File: src/rtl/sub_pkg.sv
// rtl/sub_pkg.sv - shared constants and state encoding for the serial subtractor
package sub_pkg;

   localparam int DEFAULT_WIDTH = 16;

   typedef enum logic {
      ST_IDLE  = 1'b0,
      ST_SHIFT = 1'b1
   } state_t;

endpackage

File: src/rtl/full_subtractor_1.sv
// rtl/full_subtractor_1.sv - combinational one-bit full subtractor cell
module full_subtractor_1 (
   input  logic a,
   input  logic b,
   input  logic bin,
   output logic d,
   output logic bout
);

   assign d    = a ^ b ^ bin;
   assign bout = (~a & b) | (~(a ^ b) & bin);

endmodule

File: src/rtl/serial_subtractor_16.sv
// rtl/serial_subtractor_16.sv - bit-serial a - b, LSB first, with borrow/sign/parity/overflow/zero flags
module serial_subtractor_16
   import sub_pkg::*;
#(
   parameter int WIDTH = DEFAULT_WIDTH
) (
   input  logic             clk,
   input  logic             rst,
   input  logic             start,
   input  logic [WIDTH-1:0] a,
   input  logic [WIDTH-1:0] b,
   output logic             busy,
   output logic             done,
   output logic [WIDTH-1:0] diff,
   output logic             borrow,
   output logic             sign,
   output logic             parity,
   output logic             overflow,
   output logic             zero
);

   localparam int CW = $clog2(WIDTH);

   state_t           state, next_state;
   logic [WIDTH-1:0] a_sr, b_sr;
   logic [WIDTH-2:0] res_sr;
   logic [CW-1:0]    cnt;
   logic             borrow_r;
   logic             a_msb, b_msb;
   logic             load, step, last;
   logic             d_bit, bout_bit;
   logic [WIDTH-1:0] final_diff;

   full_subtractor_1 u_cell (
      .a    (a_sr[0]),
      .b    (b_sr[0]),
      .bin  (borrow_r),
      .d    (d_bit),
      .bout (bout_bit)
   );

   // The last result bit is still in flight on the final edge, so splice it in here.
   assign final_diff = {d_bit, res_sr};
   assign busy       = (state == ST_SHIFT);

   always_ff @(posedge clk or posedge rst) begin
      if (rst) state <= ST_IDLE;
      else     state <= next_state;
   end

   always_comb begin
      next_state = state;
      load       = 1'b0;
      step       = 1'b0;
      last       = 1'b0;
      case (state)
         ST_IDLE: begin
            if (start) begin
               load       = 1'b1;
               next_state = ST_SHIFT;
            end
         end
         ST_SHIFT: begin
            step = 1'b1;
            if (cnt == CW'(WIDTH - 1)) begin
               last       = 1'b1;
               next_state = ST_IDLE;
            end
         end
         default: next_state = ST_IDLE;
      endcase
   end

   always_ff @(posedge clk or posedge rst) begin
      if (rst) begin
         a_sr     <= '0;
         b_sr     <= '0;
         res_sr   <= '0;
         cnt      <= '0;
         borrow_r <= 1'b0;
         a_msb    <= 1'b0;
         b_msb    <= 1'b0;
         done     <= 1'b0;
         diff     <= '0;
         borrow   <= 1'b0;
         sign     <= 1'b0;
         parity   <= 1'b0;
         overflow <= 1'b0;
         zero     <= 1'b0;
      end else begin
         done <= 1'b0;
         if (load) begin
            a_sr     <= a;
            b_sr     <= b;
            res_sr   <= '0;
            cnt      <= '0;
            borrow_r <= 1'b0;
            a_msb    <= a[WIDTH-1];
            b_msb    <= b[WIDTH-1];
         end else if (step) begin
            a_sr     <= a_sr >> 1;
            b_sr     <= b_sr >> 1;
            res_sr   <= {d_bit, res_sr[WIDTH-2:1]};
            borrow_r <= bout_bit;
            cnt      <= cnt + CW'(1);
         end
         if (last) begin
            done     <= 1'b1;
            diff     <= final_diff;
            borrow   <= bout_bit;
            sign     <= final_diff[WIDTH-1];
            parity   <= ^final_diff;
            overflow <= (a_msb != b_msb) && (final_diff[WIDTH-1] != a_msb);
            zero     <= (final_diff == '0);
         end
      end
   end

endmodule

File: config.mk
export PLATFORM = sky130hd
export DESIGN_NAME = serial_subtractor_16
export DESIGN_NICKNAME = d
export VERILOG_FILES = /design/src/rtl/sub_pkg.sv /design/src/rtl/full_subtractor_1.sv /design/src/rtl/serial_subtractor_16.sv
export SDC_FILE = /design/constraint.sdc
export NUM_CORES = 1
export LEC_CHECK = 0
export BUFFER_PORTS_ARGS = -buffer_cell sky130_fd_sc_hd__buf_2
export CAP_MARGIN = 5
export CORE_UTILIZATION = 45
export CTS_BUF_LIST = sky130_fd_sc_hd__clkbuf_16
export DETAILED_ROUTE_END_ITERATION = 6
export PLACE_DENSITY = 0.7
export RECOVER_POWER = 25
export SETUP_SLACK_MARGIN = 0.5
export SYNTH_ARGS = -nofsm -noshare
export SYNTH_HDL_FRONTEND = slang
export SYNTH_SLANG_ARGS = --single-unit
File: constraint.sdc
create_clock -name clk -period 6.15 [get_ports clk]
set_input_delay 0.3075 -clock clk [delete_from_list [all_inputs] [get_ports clk]]
set_output_delay 0.3075 -clock clk [all_outputs]
set_load 0.1 [all_outputs]
==> impl_metrics.ini <==
[outcome]
outcome = finished, final reports clean

[timing]
timing.final.crit_period_ns = 2.201
finalSetupViolations = 0
fin_skew_ns = 0.003964
max_freq_ghz = 0.4543
rsz0062_at_grt = no
finalHoldViolations = 0
slew_headroom = 0.3733
tns_ns = 0
hold_ws_ns = 0.2444
worst_pin_slew_ns = 0.9401
drv_slew = 0
fin_crit_sh = 0.3579

[synth]
netlist_area_um2 = 3423
synth_area_leaders = dfrtp_1 56%, mux2i_1 9.4%, nand2_1 8.1%
synthMuxAreaShare = 0.1001
ys_types = 26
synth-simple-area-share = 0.1027
yosys.area.top_type = dfrtp_1
yosysSeqAreaShare = 0.5556
synth_compound_area_frac = 0.1173
synth_top_family_by_area = compound AO/OA/AOI/OAI gates
syn_avg_cell_area_um2 = 10.41
ys_seq_elements = 76
syn_nets = 374
synth_xor_area_frac = 0.02668
yosys_warnings = 0
synthCells = 329
synth_top_area_frac = 0.5556
synthAdderAreaFrac = 0.04094

[global_routing]
globalRouteTotalUtil = 0.1795
grt_pass1_vias = 2343
antenna_found_initial = 0
grt-ovfl-total = 0
grt_pass1_wl_um = 10800
grt_max_degree = 102

[clock_network]
postCtsSetupBuffers = 0
cts_buffer_depth = 2
clockRootBuffer = clkbuf_16
cts_hold_buf = 0
clk_pin_slew_worst_paths_ns = 0.06
clk_latency_ns = 0.33
cts_tree = built
cts_buffers = 9
cts_htree_levels = 3
cts_resized = 0
cts_num_sinks = 76

[final_layout]
num-nets-final = 424
layout_common_cells = 75 x dfrtp_1, 74 x nand2_1, 57 x buf_2, 51 x o21ai_0, 32 x mux2i_1
n_antenna_cell = 0
synthToLayoutAreaGrowth_pct = 19.81
drive_above_1_share = 0.2063
final_common_cell = dfrtp_1

[route]
wirelength_um = 6272
drt_iter0_drc = 109
drc = 0
avgViaCountPerCell = 4.907
dr_total_vias = 2365
firstDrtPassIters = 4
wl_per_cell_um = 13.01
ant_nets = 0

[floorplan]
initial_core_util = 0.4695
dieWidth_um = 89.22
rows = 31
die_y_um = 89.22
ios = 58
core_area_um2 = 7292
die_area_um2 = 7960

[placement]
gp_congestion = 0.7678
place_hpwl_um = 3985
numPortBuffers = 57

[setup_path]
startpoint_type = register
cp.arrival_ns = 1.89
worstPathMaxFanout = 101
required_ns = 5.84
worst-setup-path-type = register to output port
endpoint_kind = output port

[min_path]
hold_class = input pin to register

[flow_run]
cap_violations = 0
-- routing by layer --
metal  GRT usage  up-vias  wire length (um)  part of all wire
met3     0.07479        3               415             0.066
met2      0.3005       62              2981              0.48
met5           0        -                 0                 0
li1            -     1196                 -                 -
met4     0.03463        0                33            0.0053
met1      0.2202     1104              2842              0.45
-- critical path, cell delays in order, from the launching register on --
cell and delay [ns]:
dfrtp_2 0.34, buf_4 0.67, buf_2 0.56
-- worst paths after layout --
| check | from | endpoint | slack (ns) | cells after the start |
|---|---|---|---|---|
| max in group asynchronous | rst | busy | 5.23 | 3 |
| min reg2reg | diff[3] | diff[3] | 0.47 | 2 |
| max | busy | busy | 3.95 | 2 |
| max reg2reg | busy | zero | 4.26 | 4 |
| min | b[15] | b_msb | 0.24 | 2 |
| min in group asynchronous | rst | diff[11] | 0.28 | 3 |
-- cells in the mapped netlist, drive strengths merged --
cell type  instances
mux2i             32
o31ai             14
o41ai              1
ha                 8
fa                 2
nand2b             2
buf               14
nand3              2
nor2b              2
nand4              1
nor3b              1
xor2               2
clkbuf             8
a21oi              4
nor2               4
inv               21
and4b              1
dfrtp             76
o21ai             52
xnor3              1
nand2             74
xnor2              5
mux2               2
-- stage by stage --
stage	utilization	setup WS, ns	area (um2)	instances
2_1_floorplan	-	3.904	3423	329
3_3_place_gp	0.5141	4.294	3749	467
3_5_place_dp	0.5141	4.247	3749	467
4_1_cts	0.5625	3.919	4101	482
5_1_grt	0.5625	3.817	4101	482
6_report	0.5625	3.949	4101	482
-- cell type report --
type,count,area (um2)
fillers,684,3191
flip-flops and latches,76,1903
multi-input cells,210,1328
repair buffers,61,315.3
clock buffers,9,225.2
clock inverters,6,127.6
well taps,99,123.9
inverters,21,78.83
-- kinds of logic (layout without fill, tap and decap cells) --
| group | after synthesis | after routing |
|---|---|---|
| buffers and inverters | 43 | 97 |
| xor gates and xnor gates | 8 | 8 |
| muxes | 34 | 34 |
| and+or+nand+nor | 87 | 87 |
| AOI/OAI and AO/OA | 71 | 71 |
| DFF | 76 | 76 |
| adders and majority gates | 10 | 10 |
-- sequential cells by signal, summed over array words and instances, names as in the netlist --
signal,flops
zero,1
res_sr,15
parity,1
b_sr,16
overflow,1
cnt,4
diff,15
b_msb,1
sign,1
borrow,1
a_sr,16
a_msb,1
busy,1
done,1
borrow_r,1
Power is left out: the tool's default activity adds up to more than one toggle a clock period on the data nets, which glitch-free logic cannot reach.
